**config.mk**
```make
export PLATFORM = sky130hd
export DESIGN_NAME = instruction_fetch_stage
export DESIGN_NICKNAME = d
export VERILOG_FILES = /design/src/rtl/instruction_fetch_stage_pkg.sv /design/src/rtl/instruction_fetch_stage_if_id.sv /design/src/rtl/instruction_fetch_stage.sv
export SDC_FILE = /design/constraint.sdc
export NUM_CORES = 1
export LEC_CHECK = 0
export ABC_AREA = 1
export CORE_UTILIZATION = 44
export DETAILED_ROUTE_END_ITERATION = 7
export GPL_TIMING_DRIVEN = 0
export PLACE_DENSITY = 0.82
export SETUP_SLACK_MARGIN = 0.05
export SYNTH_ARGS = -nofsm -noshare
export SYNTH_HDL_FRONTEND = slang
export SYNTH_SLANG_ARGS = --single-unit
```
**constraint.sdc**
```tcl
create_clock -name clk -period 1.77 [get_ports clk]
set_input_delay 0.4425 -clock clk [delete_from_list [all_inputs] [get_ports clk]]
set_output_delay 0.4425 -clock clk [all_outputs]
set_load 0.01 [all_outputs]
```
**src/rtl/instruction_fetch_stage_pkg.sv**
```systemverilog
// Shared fetch-path constants and types, also used by the decode and branch units.
package instruction_fetch_stage_pkg;

  localparam logic [31:0] NOP_WORD_DEFAULT  = '0;             // sll $0,$0,0
  localparam logic [31:0] RESET_PC_DEFAULT  = '0;
  localparam logic [31:0] PC_STEP           = 32'd4;
  localparam logic [31:0] TARGET_ALIGN_MASK = 32'hFFFF_FFFC;

  // Which source loads the PC on the coming edge, highest priority first.
  typedef enum logic [2:0] {
    PC_SEL_RESET,
    PC_SEL_REDIRECT,
    PC_SEL_HOLD,
    PC_SEL_JUMP,
    PC_SEL_SEQ
  } pc_sel_e;

  // Word-align a control-transfer target.
  function automatic logic [31:0] align_target(input logic [31:0] target);
    return target & TARGET_ALIGN_MASK;
  endfunction

endpackage

```
**src/rtl/instruction_fetch_stage_if_id.sv**
```systemverilog
// IF/ID pipeline register: holds instr, pc_plus4 and valid with load/hold/flush.
module if_id_register
  import instruction_fetch_stage_pkg::*;
#(
  parameter logic [31:0] NOP_WORD = NOP_WORD_DEFAULT
) (
  input  logic        clk,
  input  logic        reset,
  input  logic        load,
  input  logic        flush,
  input  logic [31:0] instr_in,
  input  logic [31:0] pc_plus4_in,
  output logic [31:0] instr,
  output logic [31:0] pc_plus4,
  output logic        valid
);

  logic [31:0] instr_q, instr_d;
  logic [31:0] pc_plus4_q, pc_plus4_d;
  logic        valid_q, valid_d;

  // Flush wins over load; neither asserted means hold.
  always_comb begin
    instr_d    = instr_q;
    pc_plus4_d = pc_plus4_q;
    valid_d    = valid_q;
    if (flush) begin
      instr_d    = NOP_WORD;
      pc_plus4_d = '0;
      valid_d    = 1'b0;
    end else if (load) begin
      instr_d    = instr_in;
      pc_plus4_d = pc_plus4_in;
      valid_d    = 1'b1;
    end
  end

  // Synchronous active-low reset clears to a bubble.
  always_ff @(posedge clk) begin
    if (!reset) begin
      instr_q    <= NOP_WORD;
      pc_plus4_q <= '0;
      valid_q    <= 1'b0;
    end else begin
      instr_q    <= instr_d;
      pc_plus4_q <= pc_plus4_d;
      valid_q    <= valid_d;
    end
  end

  assign instr    = instr_q;
  assign pc_plus4 = pc_plus4_q;
  assign valid    = valid_q;

endmodule

```
**src/rtl/instruction_fetch_stage.sv**
```systemverilog
// IF stage: PC register, priority next-PC mux, IF/ID register and fetch counter.
module instruction_fetch_stage
  import instruction_fetch_stage_pkg::*;
#(
  parameter logic [31:0] RESET_PC = RESET_PC_DEFAULT,
  parameter logic [31:0] NOP_WORD = NOP_WORD_DEFAULT
) (
  input  logic        clk,
  input  logic        reset,
  input  logic        stall,
  input  logic        id_jump,
  input  logic [31:0] id_jump_target,
  input  logic        ex_redirect,
  input  logic [31:0] ex_target,
  output logic [31:0] imem_addr,
  input  logic [31:0] imem_instr,
  output logic [31:0] pc,
  output logic [31:0] if_id_instr,
  output logic [31:0] if_id_pc_plus4,
  output logic        if_id_valid,
  output logic [31:0] fetch_count
);

  logic [31:0] pc_q, pc_d;
  logic [31:0] fetch_count_q, fetch_count_d;
  logic [31:0] pc_plus4;
  pc_sel_e     pc_sel;
  logic        ifid_load;
  logic        ifid_flush;

  assign pc_plus4 = pc_q + PC_STEP;

  // Select the next-PC source by fixed priority.
  always_comb begin
    if (!reset)           pc_sel = PC_SEL_RESET;
    else if (ex_redirect) pc_sel = PC_SEL_REDIRECT;
    else if (stall)       pc_sel = PC_SEL_HOLD;
    else if (id_jump)     pc_sel = PC_SEL_JUMP;
    else                  pc_sel = PC_SEL_SEQ;
  end

  // Next PC, IF/ID controls and counter update from the selected source.
  always_comb begin
    pc_d          = pc_q;
    fetch_count_d = fetch_count_q;
    ifid_load     = 1'b0;
    ifid_flush    = 1'b0;
    unique case (pc_sel)
      PC_SEL_RESET:    pc_d = RESET_PC;
      PC_SEL_REDIRECT: begin
        pc_d       = align_target(ex_target);
        ifid_flush = 1'b1;
      end
      PC_SEL_HOLD:     pc_d = pc_q;
      PC_SEL_JUMP:     begin
        pc_d       = align_target(id_jump_target);
        ifid_flush = 1'b1;
      end
      PC_SEL_SEQ:      begin
        pc_d          = pc_plus4;
        ifid_load     = 1'b1;
        fetch_count_d = fetch_count_q + 32'd1;
      end
      default:         pc_d = pc_q;
    endcase
  end

  // PC and counter state with synchronous active-low reset.
  always_ff @(posedge clk) begin
    if (!reset) begin
      pc_q          <= RESET_PC;
      fetch_count_q <= '0;
    end else begin
      pc_q          <= pc_d;
      fetch_count_q <= fetch_count_d;
    end
  end

  if_id_register #(.NOP_WORD(NOP_WORD)) u_if_id (
    .clk         (clk),
    .reset       (reset),
    .load        (ifid_load),
    .flush       (ifid_flush),
    .instr_in    (imem_instr),
    .pc_plus4_in (pc_plus4),
    .instr       (if_id_instr),
    .pc_plus4    (if_id_pc_plus4),
    .valid       (if_id_valid)
  );

  assign imem_addr   = pc_q;
  assign pc          = pc_q;
  assign fetch_count = fetch_count_q;

endmodule

```
* Word-level counts from Yosys, hierarchy flattened
Index checks and enable logic that the tools add are counted.
Widths: inputs -> output; s select.
** Word-level totals
- Word-level logic and storage cells :: 22
- Flip-flop bits (word level) :: 129
** Operators by class
- Bitwise gates (word level) :: 1
- Reduce and logical (&&, ||, !) cells :: 4
- Muxes and demuxes :: 7
- Eq/ne operators :: 3
- Add/sub/neg operators :: 2
** Operator list (number)
- $pmux 32 s4 :: 1
- $add 32x1->32 const B :: 1
- $add 32x3->32 const B :: 1
- $mux 3 :: 4
- $reduce_bool 4->1 :: 1
- $reduce_or 2->1 :: 2
- $eq 3x1->1 const B :: 1
- $eq 3x2->1 const B :: 1
- $eq 3x3->1 const B :: 1
- $logic_not 3->1 :: 1
- $mux 1 :: 2
- $not 1->1 :: 1

* Depth between registers and ports, before layout
Gate-level depths: netlist (run 1).
- Depth after elaboration :: 8
- Gate-level depth with buffers :: 10

* Hierarchy
Synthesis (run 1) repeated with hierarchy kept, for this count alone.
** Second synthesis, totals
- Cells, all modules :: 1000
- Area, all modules :: 6552.5 sq um
** By module, submodules not included
- instruction_fetch_stage :: cells an instance 718, times used 1, area each 4299.1 sq um, seq. area each 1241.2 sq um
- if_id_register :: cells an instance 282, times used 1, area each 2253.4 sq um, seq. area each 1301.2 sq um

* Worst setup path before layout (run 1)
OpenSTA, ideal clock, no wires.
- Kind :: register -> register
- From :: register pc_q[3] (netlist: imem_addr[3])
- To :: register u_if_id.pc_plus4_q[26] (netlist: u_if_id.pc_plus4[26])
- Period minus slack after synthesis :: 1.521 ns
- Stages on the path, launching flop included :: 10
- Path slack :: 0.249 ns
- Data arrival time :: 1.450 ns
- Cell sequence :: dfxtp_1 -> ha_1 -> nand2_1 -> nor2_2 -> nand2_1 -> nor2_2 -> nand2_1 -> nand2_1 -> nand3_1 -> a21oi_1
** On the way
- Word-level cells in the longest chain between the ends :: 1
** Ends and longest elaborated chain
- start, declared :: RTL line instruction_fetch_stage.sv:24 : logic [31:0] pc_q, pc_d;
- start signal, assigned :: RTL line instruction_fetch_stage.sv:74 : pc_q <= pc_d;
- $add 32x3->32 :: RTL line instruction_fetch_stage.sv:31 : assign pc_plus4 = pc_q + PC_STEP;
- end signal, assigned :: RTL line instruction_fetch_stage_if_id.sv:46 : pc_plus4_q <= pc_plus4_d;
- end, declared :: RTL line instruction_fetch_stage_if_id.sv:19 : logic [31:0] pc_plus4_q, pc_plus4_d;
No other way between the ends.
A chain may end at the register's enable or synchronous reset.

* Worst setup path in the final report (run 1)
- From :: register pc_q[7] (netlist: imem_addr[7])
- To :: output pc[7]
** RTL lines
- end, declared :: RTL line instruction_fetch_stage.sv:17 : output logic [31:0] pc,
No word-level cell between the ends.

==> impl_metrics.json, run 1 <==
{
  "clock_latency_ns": 0.43,
  "start_util_pct": 45.5,
  "io_buffer_count": 251,
  "synth_most_common_cell": "nand2_1",
  "max_slew_margin_pct": 61.9,
  "die-area_um2": 14900,
  "ir_worst_vdd_mv": 0.742,
  "maxCapViolations": 0,
  "ctsHoldBuffers": 0,
  "worstReg2RegEnd": "u_if_id.pc_plus4[26]$_SDFFE_PP0N_",
  "wl_per_cell_um": 15.5,
  "hold_path_class": "flip-flop to flip-flop",
  "grt_pass1_vias": 7060,
  "drcViolationCount": 0,
  "grtUsageTotal_pct": 30.4,
  "startpoint_type": "flip-flop",
  "required_ns": 1.33,
  "path_max_fanout": 7,
  "comb_power_share_pct": 10.2,
  "ys_seq_area_share_pct": 39.4,
  "nets": 1364,
  "antenna_found_initial": 0,
  "synth_seq_cells": 125,
  "yosys.area.top_type": "dfxtp_1",
  "diodes": 0,
  "fp-row-count": 43,
  "io_pins": 262,
  "rrSetupSlack_ns": 0.13,
  "post-route-min-period_ns": 1.66,
  "arrival_ns": 1.21,
  "syn_area_um2": 6360,
  "drtIter0Drc": 604,
  "power_density_nw_per_um2": 793,
  "ys.flop_type": "dfxtp_1",
  "outcome": "complete, no violations",
  "clk_path_buf_depth": 2,
  "cts_buffers": 17,
  "syn_area_per_cell_um2": 6.45,
  "grt-ovfl-total": 0,
  "synth-edff-count": 0,
  "p_total_uw": 7790,
  "cts_htree_levels": 4,
  "grt_max_degree": 17,
  "rr_worst_depth": 9,
  "hpwl_um": 16900,
  "fmax_mhz": 604,
  "avgViaCountPerCell": 5.17,
  "ys_types": 30,
  "cts_tree": "built",
  "drt_wl_total_um": 22600,
  "synth_top_area_share_pct": 39.4,
  "yosys_warnings": 0,
  "whs_endpoint": "u_if_id.pc_plus4[4]$_SDFFE_PP0N_",
  "place_area_um2": 9110,
  "synthCells": 986,
  "switching_share_pct": 23.2,
  "p_seq_share_pct": 38.1,
  "globalplace.congestion": 0.923,
  "stdcell_count": 1453,
  "rsz0062_at_grt": "yes",
  "critPathKind": "flip-flop to output port",
  "clock_power_share_pct": 51.7,
  "ys_top_cells_by_count": "nand2_1, dfxtp_1, nor2_1",
  "dr.pass1.iters": 7,
  "fin_skew_ns": 0.0109,
  "hold_viol": 0,
  "core-area_um2": 14000,
  "vias": 7507,
  "crit-reg2reg-launch": "imem_addr[3]$_SDFFE_PN0P_",
  "cellLeakagePower_uw": 0.00431,
  "worst_slew_pin_slew_ns": 0.572,
  "layout_worst_path_cycle_share_pct": 93.6,
  "whs_ns": 0.459,
  "min-delay-start": "u_if_id.pc_plus4[4]$_SDFFE_PP0N_",
  "drv_slew": 0,
  "grt_pass1_wl_um": 35300,
  "die_y_um": 122,
  "design_area_um2": 9820,
  "holdPathStages": 2,
  "p_switching_uw": 1810,
  "drive_gt1_share_pct": 12.9,
  "critPathCaptureType": "output port",
  "clk_pin_slew_ns": 0.06,
  "place_inst": 1422,
  "synth.top_cells.by_area": "dfxtp_1, nand2_1, a21oi_1",
  "root_buffer": "clkbuf_16",
  "fp.dieW_um": 122,
  "synthArstFlopShare_pct": 0,
  "cts_sinks": 125,
  "p_int_uw": 5990,
  "syn_to_final_growth_pct": 54.5,
  "drtAntennaViolNets": 0,
  "setup-violations-final": 0
}
## layout make-up
class | count | area, um2
inverter | 78 | 293
sequential | 125 | 2630
tap | 180 | 225
multi-input combinational | 716 | 3220
clock inverter | 13 | 238
buffer | 72 | 459
fill | 1233 | 4160
clock buffer | 18 | 439
timing repair buffer | 251 | 2320
## metrics by stage
step / utilization (%) / setup slack (ns) / setup TNS, ns
floorplan: - / 0.249 / 0
global route: 70.2 / 0.0294 / 0
CTS: 70.1 / 0.0556 / 0
finish: 70.2 / 0.113 / 0
global placement: 65.2 / -0.665 / -63.76
detailed placement: 65.2 / -0.677 / -65.20
## worst max-delay path by stage
| stage | startpoint | end | slack [ns] | depth (start not counted) |
|---|---|---|---|---|
| after floorplan | imem_addr[3]$_SDFFE_PN0P_ | u_if_id.pc_plus4[26]$_SDFFE_PP0N_ | 0.25 | 9 |
| after global placement | stall | u_if_id.pc_plus4[21]$_SDFFE_PP0N_ | -0.67 | 5 |
| after detailed placement | stall | u_if_id.pc_plus4[16]$_SDFFE_PP0N_ | -0.68 | 5 |
| after CTS | reset | fetch_count[16]$_SDFFE_PN0N_ | 0.06 | 8 |
| after global routing | fetch_count[0]$_SDFFE_PN0N_ | fetch_count[16]$_SDFFE_PN0N_ | 0.03 | 8 |
| final | imem_addr[7]$_SDFFE_PN0P_ | pc[7] | 0.11 | 2 |
## power by group through the flow
stage | Clock, uW | Sequential (uW) | Combinational, uW
after CTS | 4040 | 2970 | 789
final | 4030 | 2970 | 794
after detailed placement | 0 | 3040 | 848
after global placement | 0 | 3040 | 839
after floorplan | 0 | 3030 | 313
after global routing | 4190 | 2980 | 850
## per-layer routing
layer	vias to the layer above	GRT usage, %	part of all wire (%)	routed length [um]
met5	-	0	0	0
met3	35	6.92	8.0	1800
met2	361	52.3	50	11200
met1	3420	37.2	40	9140
li1	3691	-	-	-
met4	0	10.1	2.0	452
## critical path: stages, from the launching register on
cell and delay [ns]:
dfxtp_4 0.38, buf_4 0.13, dlygate4sd2_1 0.27
## cells in the final DEF, fill, tap and decap left out, drive strengths merged, types with 13 or more instances in the layout
cell,n
o21ai,20
nand2,361
o2111ai,13
inv,80
nand4,26
dlygate4sd2,157
nor2,115
nand3,76
buf,45
clkdlybuf4s50,92
a21oi,85
dfxtp,125
clkbuf,45
## sequential cells by signal, summed over array words and instances, names as in the netlist
name / flops
imem_addr: 30
u_if_id.valid: 1
u_if_id.instr: 32
fetch_count: 32
u_if_id.pc_plus4: 30
## logic make-up (layout without fill, tap and decap cells)
kind of cell,Yosys count,after routing,synth area share [%]
AND/OR/NAND/NOR,584,584,38.1
flip-flops,125,125,39.4
adder cells (fa/ha/maj),2,2,0.393
AO/OA/AOI/OAI,124,124,10.8
buffers and inverters,150,432,11.2
other,1,6,0.0590
## what timing repair did
| action | CTS | global route |
|---|---|---|
| gates resized for setup | 262 | 8 |
| setup endpoints to repair | 264 | 109 |
| endpoints found under the hold margin | 0 | 0 |
| setup buffers | 0 | 0 |
| gates cloned | 0 | 0 |
| pin swaps | 2 | 2 |
Power figures use the tool's default switching activity.
==> run 2: changes to the inputs <==
clock period = 1.65 ns   (was 1.77 ns; I/O delays follow)
==> impl_metrics.json, run 2 (same netlist as run 1, synthesis figures left out) <==
{
  "root_buffer": "clkbuf_16",
  "fmax_mhz": 576,
  "avgViaCountPerCell": 5.30,
  "clock_latency_ns": 0.42,
  "critPathLaunch": "imem_addr[9]$_SDFFE_PN0P_",
  "p_switching_uw": 1980,
  "grtUsageTotal_pct": 30.6,
  "fin_skew_ns": 0.00914,
  "io_buffer_count": 251,
  "layout_worst_path_cycle_share_pct": 105,
  "globalplace.congestion": 0.923,
  "drt_wl_total_um": 23900,
  "startpoint_type": "flip-flop",
  "drive_gt1_share_pct": 18.0,
  "critPathCaptureType": "flip-flop",
  "antenna_found_initial": 0,
  "cts_sinks": 125,
  "holdPathStages": 4,
  "failed_checks": "setup timing",
  "place_inst": 1422,
  "die-area_um2": 14900,
  "comb_power_share_pct": 11.3,
  "outcome": "complete, but fails checks",
  "mostFrequentLayoutCell": "nand2_1",
  "grt-ovfl-total": 0,
  "wl_per_cell_um": 16.2,
  "clk_pin_slew_ns": 0.06,
  "post-route-min-period_ns": 1.74,
  "arrival_ns": 2.09,
  "power_density_nw_per_um2": 824,
  "rrSetupSlack_ns": -0.09,
  "rr_worst_depth": 9,
  "hold_path_class": "primary input to flip-flop",
  "fp.dieW_um": 122,
  "switching_share_pct": 23.5,
  "drtAntennaViolNets": 0,
  "start_util_pct": 45.5,
  "dpl_worst_slack_ns": -0.767,
  "cts_htree_levels": 4,
  "core-area_um2": 14000,
  "p_seq_share_pct": 37.5,
  "p_total_uw": 8440,
  "vias": 7829,
  "layout_common_cells": "nand2_1, dlygate4sd2_1, clkdlybuf4s50_1, nor2_1, a21oi_1",
  "drtIter0Drc": 653,
  "rsz0062_at_grt": "yes",
  "fill_cells": 1128,
  "stdcell_count": 1476,
  "setup-violations-final": 5,
  "maxCapViolations": 0,
  "worst_slew_pin_slew_ns": 0.570,
  "drv_slew": 0,
  "grt_max_degree": 17,
  "clk_path_buf_depth": 2,
  "crit-reg2reg-launch": "imem_addr[9]$_SDFFE_PN0P_",
  "cellLeakagePower_uw": 0.00443,
  "path_max_fanout": 5,
  "nets": 1387,
  "io_pins": 262,
  "fin_ws_ns": -0.0852,
  "hpwl_um": 16900,
  "worstReg2RegEnd": "u_if_id.pc_plus4[26]$_SDFFE_PP0N_",
  "fp-row-count": 43,
  "critPathKind": "flip-flop to flip-flop",
  "endpoint": "u_if_id.pc_plus4[26]$_SDFFE_PP0N_",
  "p_int_uw": 6460,
  "grt_pass1_wl_um": 35500,
  "cts_buffers": 17,
  "grt_pass1_vias": 7133,
  "tns_ns": -0.281,
  "syn_to_final_growth_pct": 61.1,
  "cts_tree": "built",
  "max_slew_margin_pct": 62.0,
  "diodes": 0,
  "drcViolationCount": 0,
  "die_y_um": 122,
  "ir_worst_vdd_mv": 0.796,
  "required_ns": 2.00,
  "clock_power_share_pct": 51.3,
  "dr.pass1.iters": 7,
  "hold_viol": 0,
  "fin_util_pct": 73.2
}
## run 2: through the flow
step | cell area (um2) | hold WS (ns)
after CTS | 9950 | 0.461
after global placement | 9110 | 0.451
after global routing | 10200 | 0.463
final | 10200 | 0.454
after floorplan | 6380 | 0.488
after detailed placement | 9110 | 0.455
## run 2: how the worst min path moves through the flow
stage                     slack (ns)                           endpoint                      startpoint
after detailed placement        0.45      u_if_id.instr[0]$_SDFFE_PP0N_   u_if_id.instr[0]$_SDFFE_PP0N_
after CTS                       0.46     u_if_id.instr[24]$_SDFFE_PP0N_  u_if_id.instr[24]$_SDFFE_PP0N_
after global placement          0.45     u_if_id.instr[26]$_SDFFE_PP0N_  u_if_id.instr[26]$_SDFFE_PP0N_
after global routing            0.46  u_if_id.pc_plus4[31]$_SDFFE_PP0N_                         id_jump
after floorplan                 0.49     u_if_id.instr[31]$_SDFFE_PP0N_  u_if_id.instr[31]$_SDFFE_PP0N_
final                           0.45  u_if_id.pc_plus4[30]$_SDFFE_PP0N_                         id_jump
## run 2: routing by layer
layer  track usage [%]  vias up  part of all wire, %
met1              37.5     3572                   39
li1                  -     3736                    -
met5                 0        -                    0
met2              52.3      446                   49
met4              10.9        0                  3.0
met3              7.02       75                  8.9
## run 2: cell type report
class	count	area, um2	share of cell area (%)
Multi-Input combinational cell	716	3430	33.5
Sequential cell	125	2640	25.8
Timing Repair Buffer	274	2490	24.3
Buffer	72	487	4.75
Clock buffer	18	439	4.29
Inverter	78	293	2.86
Clock inverter	13	238	2.32
Tap cell	180	225	2.20
## run 2: critical path: stages (launching register included)
cell     delay, ns
dfxtp_4       0.35
buf_4         0.14
nand2_1       0.11
nor2_2        0.28
nand2_4       0.13
nor2_4        0.25
nand2_1       0.08
nand2_1       0.08
nand3_2       0.09
a21oi_1       0.12
## run 2: power groups by stage
stage	Combinational, uW	Sequential [uW]	Clock, uW
6_report	950	3170	4330
5_1_grt	1010	3170	4490
4_1_cts	914	3160	4340
3_5_place_dp	909	3260	0
3_3_place_gp	899	3260	0
2_1_floorplan	336	3250	0
## run 2: repair_timing
action / 4_1_cts / 5_1_grt
hold buffers: 0 / 0
cloned: 0 / 0
resized for setup: 295 / 85
setup endpoints to repair: 274 / 73
setup buffers: 16 / 8
pin swaps: 3 / 18
